[config.mk]
export PLATFORM = sky130hd
export DESIGN_NAME = cache_nway_flat
export DESIGN_NICKNAME = d
export VERILOG_FILES = /design/src/rtl/cache_nway_pkg.sv /design/src/rtl/cache_nway_if.sv /design/src/rtl/cache_victim_sel.sv /design/src/rtl/cache_nway.sv /design/src/flat_wrapper.sv
export SDC_FILE = /design/constraint.sdc
export NUM_CORES = 2
export LEC_CHECK = 0
export CELL_PAD_IN_SITES_DETAIL_PLACEMENT = 1
export CELL_PAD_IN_SITES_GLOBAL_PLACEMENT = 1
export CORE_MARGIN = 2
export CORE_UTILIZATION = 48
export CTS_CLUSTER_DIAMETER = 150
export DETAILED_ROUTE_END_ITERATION = 8
export DONT_BUFFER_PORTS = 1
export MAX_ROUTING_LAYER = met4
export PLACE_DENSITY_LB_ADDON = 0.1
export SLEW_MARGIN = 20
export SYNTH_ARGS = -nofsm -noshare
export SYNTH_HDL_FRONTEND = slang
export SYNTH_SLANG_ARGS = --single-unit
[constraint.sdc]
create_clock -name clk -period 8.2 [get_ports clk]
set_input_delay 1.64 -clock clk [delete_from_list [all_inputs] [get_ports clk]]
set_output_delay 1.64 -clock clk [all_outputs]
set_load 0.05 [all_outputs]
[src/rtl/cache_nway_pkg.sv]
// Shared types and default sizing for the N-way set-associative cache.
// Contents: FSM state enum, default parameter values and the derived
// index/tag/way widths for the default configuration.
package cache_nway_pkg;

  localparam int unsigned DEF_WAYS   = 4;
  localparam int unsigned DEF_SETS   = 16;
  localparam int unsigned DEF_DATA_W = 32;
  localparam int unsigned DEF_ADDR_W = 32;

  localparam int unsigned IDX_W = $clog2(DEF_SETS);
  localparam int unsigned TAG_W = DEF_ADDR_W - IDX_W;
  localparam int unsigned WAY_W = $clog2(DEF_WAYS);

  typedef enum logic [2:0] {
    IDLE,
    LOOKUP,
    MEM_RD,
    MEM_WR,
    RESP
  } state_t;

endpackage

[src/rtl/cache_nway_if.sv]
// Request/response and backing-memory signals of cache_nway.
// slave  : the cache side (accepts requests, issues memory requests).
// master : the environment side (CPU requester plus memory model).
interface cache_nway_if
  import cache_nway_pkg::*;
#(
  parameter int unsigned ADDR_W = DEF_ADDR_W,
  parameter int unsigned DATA_W = DEF_DATA_W
);
  logic              req_valid;
  logic              req_ready;
  logic              req_wr;
  logic [ADDR_W-1:0] req_addr;
  logic [DATA_W-1:0] req_wdata;
  logic              resp_valid;
  logic [DATA_W-1:0] resp_data;
  logic              resp_hit;
  logic              mem_req;
  logic              mem_wr;
  logic [ADDR_W-1:0] mem_addr;
  logic [DATA_W-1:0] mem_wdata;
  logic              mem_ack;
  logic [DATA_W-1:0] mem_rdata;

  modport slave (
    input  req_valid, req_wr, req_addr, req_wdata, mem_ack, mem_rdata,
    output req_ready, resp_valid, resp_data, resp_hit,
           mem_req, mem_wr, mem_addr, mem_wdata
  );

  modport master (
    output req_valid, req_wr, req_addr, req_wdata, mem_ack, mem_rdata,
    input  req_ready, resp_valid, resp_data, resp_hit,
           mem_req, mem_wr, mem_addr, mem_wdata
  );
endinterface

[src/rtl/cache_victim_sel.sv]
// Replacement choice for one set: lowest-index invalid way, otherwise the
// round-robin pointer with evict=1.
// Ports: valid (per-way valid bits), rr_ptr (set's pointer),
//        victim (chosen way), evict (all ways valid).
module cache_victim_sel
  import cache_nway_pkg::*;
#(
  parameter  int unsigned WAYS     = DEF_WAYS,
  localparam int unsigned WAY_BITS = $clog2(WAYS)
) (
  input  logic [WAYS-1:0]     valid,
  input  logic [WAY_BITS-1:0] rr_ptr,
  output logic [WAY_BITS-1:0] victim,
  output logic                evict
);

  // Scanning downward leaves the lowest invalid index as the final winner.
  always_comb begin
    evict  = &valid;
    victim = rr_ptr;
    for (int w = int'(WAYS) - 1; w >= 0; w--) begin
      if (!valid[WAY_BITS'(w)]) victim = WAY_BITS'(w);
    end
  end

endmodule

[src/rtl/cache_nway.sv]
// N-way set-associative, write-through, write-allocate data cache, one word
// per line, with a valid/ready request port and an external req/ack memory
// port.
// Ports: clk, rst_n (async active-low); bus (cache_nway_if.slave) carrying
//        req_*/resp_* toward the CPU and mem_* toward backing memory.
// Optional: CACHE_NWAY_STATS_EN adds saturating stat_hits/stat_misses.
module cache_nway
  import cache_nway_pkg::*;
#(
  parameter int unsigned WAYS   = DEF_WAYS,
  parameter int unsigned SETS   = DEF_SETS,
  parameter int unsigned DATA_W = DEF_DATA_W,
  parameter int unsigned ADDR_W = DEF_ADDR_W
) (
  input  logic               clk,
  input  logic               rst_n,
  cache_nway_if.slave        bus
`ifdef CACHE_NWAY_STATS_EN
  ,
  output logic [31:0]        stat_hits,
  output logic [31:0]        stat_misses
`endif
);

  localparam int unsigned IDX_BITS = $clog2(SETS);
  localparam int unsigned TAG_BITS = ADDR_W - IDX_BITS;
  localparam int unsigned WAY_BITS = $clog2(WAYS);

  state_t state, state_d;

  logic              wr_q;
  logic [ADDR_W-1:0] addr_q;
  logic [DATA_W-1:0] wdata_q;

  logic [WAYS-1:0]     valid_q [SETS];
  logic [WAY_BITS-1:0] rr_q    [SETS];
  logic [TAG_BITS-1:0] tag_q   [SETS][WAYS];
  logic [DATA_W-1:0]   data_q  [SETS][WAYS];

  logic [IDX_BITS-1:0] idx;
  logic [TAG_BITS-1:0] tag;
  assign idx = addr_q[IDX_BITS-1:0];
  assign tag = addr_q[ADDR_W-1:IDX_BITS];

  logic                hit;
  logic [WAY_BITS-1:0] hit_way;
  logic [DATA_W-1:0]   hit_data;
  logic [WAY_BITS-1:0] victim;
  logic                evict;

  logic                accept, we, rr_adv;
  logic [WAY_BITS-1:0] we_way;
  logic [DATA_W-1:0]   we_data;

  logic              ready_d, resp_valid_d, resp_hit_d, mem_req_d, mem_wr_d;
  logic [DATA_W-1:0] resp_data_d, mem_wdata_d;
  logic [ADDR_W-1:0] mem_addr_d;

  // Tag compare across the set addressed by the latched request.
  always_comb begin
    hit      = 1'b0;
    hit_way  = '0;
    hit_data = '0;
    for (int unsigned w = 0; w < WAYS; w++) begin
      if (valid_q[idx][WAY_BITS'(w)] && (tag_q[idx][WAY_BITS'(w)] == tag)) begin
        hit      = 1'b1;
        hit_way  = WAY_BITS'(w);
        hit_data = data_q[idx][WAY_BITS'(w)];
      end
    end
  end

  cache_victim_sel #(.WAYS(WAYS)) u_victim (
    .valid  (valid_q[idx]),
    .rr_ptr (rr_q[idx]),
    .victim (victim),
    .evict  (evict)
  );

  // Next-state, array write port and next values of the registered outputs.
  always_comb begin
    state_d     = state;
    accept      = 1'b0;
    we          = 1'b0;
    we_way      = hit_way;
    we_data     = wdata_q;
    rr_adv      = 1'b0;
    resp_hit_d  = bus.resp_hit;
    resp_data_d = bus.resp_data;
    mem_req_d   = bus.mem_req;
    mem_wr_d    = bus.mem_wr;
    mem_addr_d  = bus.mem_addr;
    mem_wdata_d = bus.mem_wdata;
    unique case (state)
      IDLE: begin
        if (bus.req_valid) begin
          accept  = 1'b1;
          state_d = LOOKUP;
        end
      end
      LOOKUP: begin
        resp_hit_d = hit;
        if (!wr_q) begin
          if (hit) begin
            resp_data_d = hit_data;
            state_d     = RESP;
          end else begin
            mem_req_d  = 1'b1;
            mem_wr_d   = 1'b0;
            mem_addr_d = addr_q;
            state_d    = MEM_RD;
          end
        end else begin
          // Write hit updates in place; write miss allocates like a fill.
          we = 1'b1;
          if (!hit) begin
            we_way = victim;
            rr_adv = evict;
          end
          mem_req_d   = 1'b1;
          mem_wr_d    = 1'b1;
          mem_addr_d  = addr_q;
          mem_wdata_d = wdata_q;
          state_d     = MEM_WR;
        end
      end
      MEM_RD: begin
        if (bus.mem_ack) begin
          we          = 1'b1;
          we_way      = victim;
          we_data     = bus.mem_rdata;
          rr_adv      = evict;
          resp_data_d = bus.mem_rdata;
          mem_req_d   = 1'b0;
          state_d     = RESP;
        end
      end
      MEM_WR: begin
        if (bus.mem_ack) begin
          mem_req_d = 1'b0;
          state_d   = RESP;
        end
      end
      RESP:    state_d = IDLE;
      default: state_d = IDLE;
    endcase
    ready_d      = (state_d == IDLE);
    resp_valid_d = (state_d == RESP);
  end

  // State, request latch and registered outputs.
  always_ff @(posedge clk or negedge rst_n) begin
    if (!rst_n) begin
      state          <= IDLE;
      wr_q           <= 1'b0;
      addr_q         <= '0;
      wdata_q        <= '0;
      bus.req_ready  <= 1'b1;
      bus.resp_valid <= 1'b0;
      bus.resp_hit   <= 1'b0;
      bus.resp_data  <= '0;
      bus.mem_req    <= 1'b0;
      bus.mem_wr     <= 1'b0;
      bus.mem_addr   <= '0;
      bus.mem_wdata  <= '0;
    end else begin
      state          <= state_d;
      if (accept) begin
        wr_q    <= bus.req_wr;
        addr_q  <= bus.req_addr;
        wdata_q <= bus.req_wdata;
      end
      bus.req_ready  <= ready_d;
      bus.resp_valid <= resp_valid_d;
      bus.resp_hit   <= resp_hit_d;
      bus.resp_data  <= resp_data_d;
      bus.mem_req    <= mem_req_d;
      bus.mem_wr     <= mem_wr_d;
      bus.mem_addr   <= mem_addr_d;
      bus.mem_wdata  <= mem_wdata_d;
    end
  end

  // Valid bits and round-robin pointers; pointer moves only on eviction.
  always_ff @(posedge clk or negedge rst_n) begin
    if (!rst_n) begin
      for (int unsigned s = 0; s < SETS; s++) begin
        valid_q[IDX_BITS'(s)] <= '0;
        rr_q[IDX_BITS'(s)]    <= '0;
      end
    end else begin
      if (we)     valid_q[idx][we_way] <= 1'b1;
      if (rr_adv) rr_q[idx]            <= WAY_BITS'(rr_q[idx] + 1'b1);
    end
  end

  // Tag and data storage need no reset; valid bits qualify them.
  always_ff @(posedge clk) begin
    if (we) begin
      tag_q[idx][we_way]  <= tag;
      data_q[idx][we_way] <= we_data;
    end
  end

`ifdef CACHE_NWAY_STATS_EN
  // Saturating lookup counters, one event per LOOKUP cycle.
  always_ff @(posedge clk or negedge rst_n) begin
    if (!rst_n) begin
      stat_hits   <= '0;
      stat_misses <= '0;
    end else if (state == LOOKUP) begin
      if (hit) begin
        if (stat_hits != '1) stat_hits <= stat_hits + 32'd1;
      end else begin
        if (stat_misses != '1) stat_misses <= stat_misses + 32'd1;
      end
    end
  end
`endif

endmodule

[src/flat_wrapper.sv]
// flat-port wrapper written by rule: the top's interface ports become plain ports
module cache_nway_flat import cache_nway_pkg::*;
#(
  parameter int unsigned WAYS   = DEF_WAYS,
  parameter int unsigned SETS   = DEF_SETS,
  parameter int unsigned DATA_W = DEF_DATA_W,
  parameter int unsigned ADDR_W = DEF_ADDR_W
)
  (clk, rst_n, bus_req_valid, bus_req_wr, bus_req_addr, bus_req_wdata, bus_mem_ack, bus_mem_rdata, bus_req_ready, bus_resp_valid, bus_resp_data, bus_resp_hit, bus_mem_req, bus_mem_wr, bus_mem_addr, bus_mem_wdata);
  cache_nway_if #(.ADDR_W(ADDR_W), .DATA_W(DATA_W)) bus_i ();
  input  logic clk;
  input  logic rst_n;
  input wire logic [$bits(bus_i.req_valid)-1:0] bus_req_valid;
  input wire logic [$bits(bus_i.req_wr)-1:0] bus_req_wr;
  input wire logic [$bits(bus_i.req_addr)-1:0] bus_req_addr;
  input wire logic [$bits(bus_i.req_wdata)-1:0] bus_req_wdata;
  input wire logic [$bits(bus_i.mem_ack)-1:0] bus_mem_ack;
  input wire logic [$bits(bus_i.mem_rdata)-1:0] bus_mem_rdata;
  output wire logic [$bits(bus_i.req_ready)-1:0] bus_req_ready;
  output wire logic [$bits(bus_i.resp_valid)-1:0] bus_resp_valid;
  output wire logic [$bits(bus_i.resp_data)-1:0] bus_resp_data;
  output wire logic [$bits(bus_i.resp_hit)-1:0] bus_resp_hit;
  output wire logic [$bits(bus_i.mem_req)-1:0] bus_mem_req;
  output wire logic [$bits(bus_i.mem_wr)-1:0] bus_mem_wr;
  output wire logic [$bits(bus_i.mem_addr)-1:0] bus_mem_addr;
  output wire logic [$bits(bus_i.mem_wdata)-1:0] bus_mem_wdata;
  assign bus_i.req_valid = bus_req_valid;
  assign bus_i.req_wr = bus_req_wr;
  assign bus_i.req_addr = bus_req_addr;
  assign bus_i.req_wdata = bus_req_wdata;
  assign bus_i.mem_ack = bus_mem_ack;
  assign bus_i.mem_rdata = bus_mem_rdata;
  assign bus_req_ready = bus_i.req_ready;
  assign bus_resp_valid = bus_i.resp_valid;
  assign bus_resp_data = bus_i.resp_data;
  assign bus_resp_hit = bus_i.resp_hit;
  assign bus_mem_req = bus_i.mem_req;
  assign bus_mem_wr = bus_i.mem_wr;
  assign bus_mem_addr = bus_i.mem_addr;
  assign bus_mem_wdata = bus_i.mem_wdata;
  cache_nway #(.WAYS(WAYS), .SETS(SETS), .DATA_W(DATA_W), .ADDR_W(ADDR_W)) u_core (.clk(clk), .rst_n(rst_n), .bus(bus_i));
endmodule
==> results.txt <==
The combined global-route utilization of all metal layers came out at 30.2%. The number of H-tree branching levels came out at 5. The root buffer cell is sky130_fd_sc_hd__clkbuf_16. The critical path required time is 8830 ps. The floorplan die width is 583 um. STA classifies the critical path startpoint as a flip-flop. Dividing the detail-routed wire length by the instance count gives 39.3 um. After synthesis, the mean cell area works out to 21.4 um^2. In this design, the critical path's most frequently occurring cell is sky130_fd_sc_hd__buf_4. The pin count of the biggest net entering global routing came out at 266. By area, the combinational part of the netlist is dominated by multiplexers.

TritonCTS built the clock tree. The final wirelength came out at 499,000 um. Summing all placed instances gives a cell area of 169,000 um^2. The I/O pin count is 202. The maximum operating frequency came out at 0.136 GHz.

The synthesized-area fraction occupied by ao, oa, aoi and oai cells is 2.78%. The number of hold-repair buffers added at the cts stage came out at 0. The setup path with the least slack is of type reg -> reg.

The final worst-path cycle share is 89.9%. The starting utilization of the core area came out at 48.3%. The post-CTS setup repair buffer count came out at 0. The number of standard cells after synthesis is 7,541. STA classifies the critical path endpoint as a flip-flop. After global routing the overflow that remains totals 0. The share of cells above drive strength 1 came out at 28.4%.

The final sum of negative setup slack is 0 ps. The first detailed-routing pass took 5 iterations. The netlist area before placement is 161,000 um^2. From synthesis to final layout, the design area changed by 13.6%.

The region available for standard cell placement spans 334,000 um^2. The count of pins over their slew limit came out at 0. The number of storage elements in the synthesis netlist came out at 4,105. The register with the most flip-flops in the layout has 2,048 of them. The number of vias in the routed layout came out at 82,300. The clock latency reported for the late side of the worst-skew pair is 980 ps.

u_core.data_q holds more flip-flops than any other register. The finished layout cell area came out at 183,000 um^2. The post-synthesis async set-or-reset flop share is 6.46%. The number of nets in the layout is 8,025. The remaining number of nets flagged by the antenna check after routing is 0. Using the TritonRoute via totals, the vias-per-cell ratio works out to 6.48. The total power density per cell area is 387 nW/um^2.

The wire length of the first global-routing pass is 694,000 um. Setup repair after global routing left no endpoint under its margin. Measured along the y axis, the die boundary spans 583 um. Walking the worst path, the cells encountered are buf_4, mux4_2, a2bb2oi_1, a22oi_1, a2111o_1, nor2_1, a2bb2oi_1, nor4_4, nor4_1, a211oi_1, nand2_2, buf_4, nor2_4, buf_4. The number of gates resized after CTS was 0. The CTS sink count came out at 4,105. The clock slew at the register clock pins of the worst setup and hold paths is 70 ps.

The final critical delay including setup and external delays is 7370 ps. Counting along the longest clock path gives a buffer depth of 4. For this run, design rule violations remaining after detail routing come to 0. Buffers placed on the I/O ports in this run total 0. The total of warnings raised by yosys came out at 0. The path class of the tightest hold or removal check is in -> async. Across the run, the number of max-cap violations was 0. The setup violation total in the final timing report is 0. The basic-gate share of the synthesized area counting and, or, nand and nor cells came out at 1.80%. The portion of synthesized cell area occupied by the leading cell type is 71.6%. In this run the top signal layer used is met4. Ranked by total cell area, the synthesized netlist is headed by sky130_fd_sc_hd__edfxtp_1, sky130_fd_sc_hd__mux4_2, sky130_fd_sc_hd__dfrtp_1. The number of antenna violations at the first check in global routing came out at 26.

By count the netlist is led by sky130_fd_sc_hd__edfxtp_1, sky130_fd_sc_hd__mux4_2, sky130_fd_sc_hd__mux2i_1. The flow ran to the end, and the final reports show no timing, DRC or antenna violations. The final-report hold violation count is 0. The cell at the slowest stage of the critical path is sky130_fd_sc_hd__dfrtp_4.

The worst-case headroom to the max-slew limit is 19.2%. The floorplan step defined a die boundary enclosing 340,000 um^2. The number of different library cells in the post-synthesis netlist came out at 89. The static power due to leakage came out at 59.0 nW.

The count of routing violations after the opening detailed-route iteration came out at 10,000. The congestion estimate from routability-driven global placement came to 0.865. The total nets after synthesis came out at 7,642.

Of all nets on the critical path, the largest fanout is 36. The proportion of synthesized chip area in sequential cells is 75.7%. The largest stage delay on the critical path came out at 1020 ps.

Yosys instantiated no cell more often than sky130_fd_sc_hd__edfxtp_1. The post-synthesis xor/xnor area fraction came out at 0.565%. The HPWL reported at the end of detailed placement is 296,000 um. The amount of wire on met3 after detailed routing is 35,700 um. The post-synthesis share of cell area spent on full adders, half adders and majority gates is 0%. The met2 routed wirelength is 243,000 um. The number of CTS-inserted buffers came out at 427. The arrival time of data at the critical path endpoint came out at 8000 ps. The met1 routed wirelength after detailed routing came out at 203,000 um.

The most used flip-flop cell after synthesis is sky130_fd_sc_hd__edfxtp_1. The measured slew at the worst slew-check pin came out at 1210 ps. The count of flip-flops with a built-in enable after synthesis is 3,840.

In the final layout, the registers with the most flip-flops are u_core.data_q (2048), u_core.tag_q (1792), u_core.valid_q (64). The share of cell area taken by muxes after synthesis is 17.6%. The number of placement rows came out at 212. The worst clock skew on the final layout is 51.9 ps.

The synthesized design spends more area on one cell type than any other, namely sky130_fd_sc_hd__edfxtp_1. IR analysis of the VDD net gives a maximum drop of 507 uV. The number of global-route vias before repair is 85,000.
routing by layer:
metal  global-route usage (%)  vias to the layer above
met5                        -                        -
met4                     8.98                        0
met3                     4.42                      793
met2                     47.7                     3650
met1                     41.3                    45600
li1                         -                    32200
power by group:
group	internal, mW	leakage [nW]	switching, mW
registers	27.1	38.0	1.99
clock network	11.3	6.82	8.25
logic	7.91	14.2	14.3
cell families (layout without fill, tap and decap cells):
group                     after synthesis  after routing
other                                   0             13
DFF                                  4105           4105
buffers and inverters                 469           1218
muxes                                1579           1579
xor gates and xnor gates              104            104
AOI/OAI and AO/OA                     651            651
and+or+nand+nor                       633            633
worst max-delay path: cells and delay by family (launching register included):
kind | cells | cell delay [ps]
buf+inv | 3 | 1370
simple gates | 5 | 2410
flops | 1 | 1020
compound gates | 5 | 1620
mux | 1 | 430
area by class of cell:
| cell class | instances | area [um^2] |
|---|---|---|
| sequential | 4105 | 122000 |
| fill | 28300 | 151000 |
| tap | 4387 | 5490 |
| clock inverter | 261 | 2530 |
| multi-input combinational | 2967 | 37400 |
| clock buffer | 534 | 11400 |
| inverter | 44 | 178 |
| timing repair buffer | 379 | 4020 |
| antenna | 13 | 32.5 |
cells in the final DEF, fill, tap and decap left out, drive strengths merged, types with 18 or more instances in the layout:
| cell | instances |
|---|---|
| edfxtp | 3840 |
| mux4 | 979 |
| clkbuf | 534 |
| buf | 379 |
| mux2i | 354 |
| nand2 | 286 |
| dfrtp | 264 |
| mux2 | 246 |
| clkinv | 190 |
| nor2 | 182 |
| o21ai | 152 |
| a22oi | 104 |
| xnor2 | 83 |
| o21bai | 67 |
| a21oi | 59 |
| o22ai | 54 |
| inv | 51 |
| bufinv | 45 |
| nand3 | 37 |
| o31ai | 24 |
| xor2 | 21 |
| a221oi | 20 |
| nor3 | 19 |
| clkinvlp | 19 |
| a21o | 18 |
through the flow:
stage	util, %	power [mW]	setup WS [ps]	instances	hold slack [ps]
6_report	54.9	70.9	831	12700	380
3_3_place_gp	50.6	51.4	937	11900	452
5_1_grt	54.8	73.0	693	12700	318
3_5_place_dp	50.6	51.9	1010	11900	457
2_1_floorplan	-	42.5	1370	7541	438
4_1_cts	54.8	71.3	939	12700	296
path summary, 6_finish.rpt:
path	start	endpoint	slack, ps	depth (start not counted)
worst max register to register	u_core.addr_q[1]	u_core.tag_q[14][103]	830	14
worst min register to register	u_core.valid_q[30]	u_core.valid_q[30]	470	1
worst min-delay path	rst_n	u_core.rr_q[0]	380	0
min in group clk	u_core.valid_q[30]	u_core.valid_q[30]	470	1
max in group asynchronous	rst_n	u_core.bus.mem_wdata[29]	6930	0
worst max-delay path	u_core.addr_q[1]	u_core.tag_q[14][103]	830	14
Power figures use the tool's default switching activity.
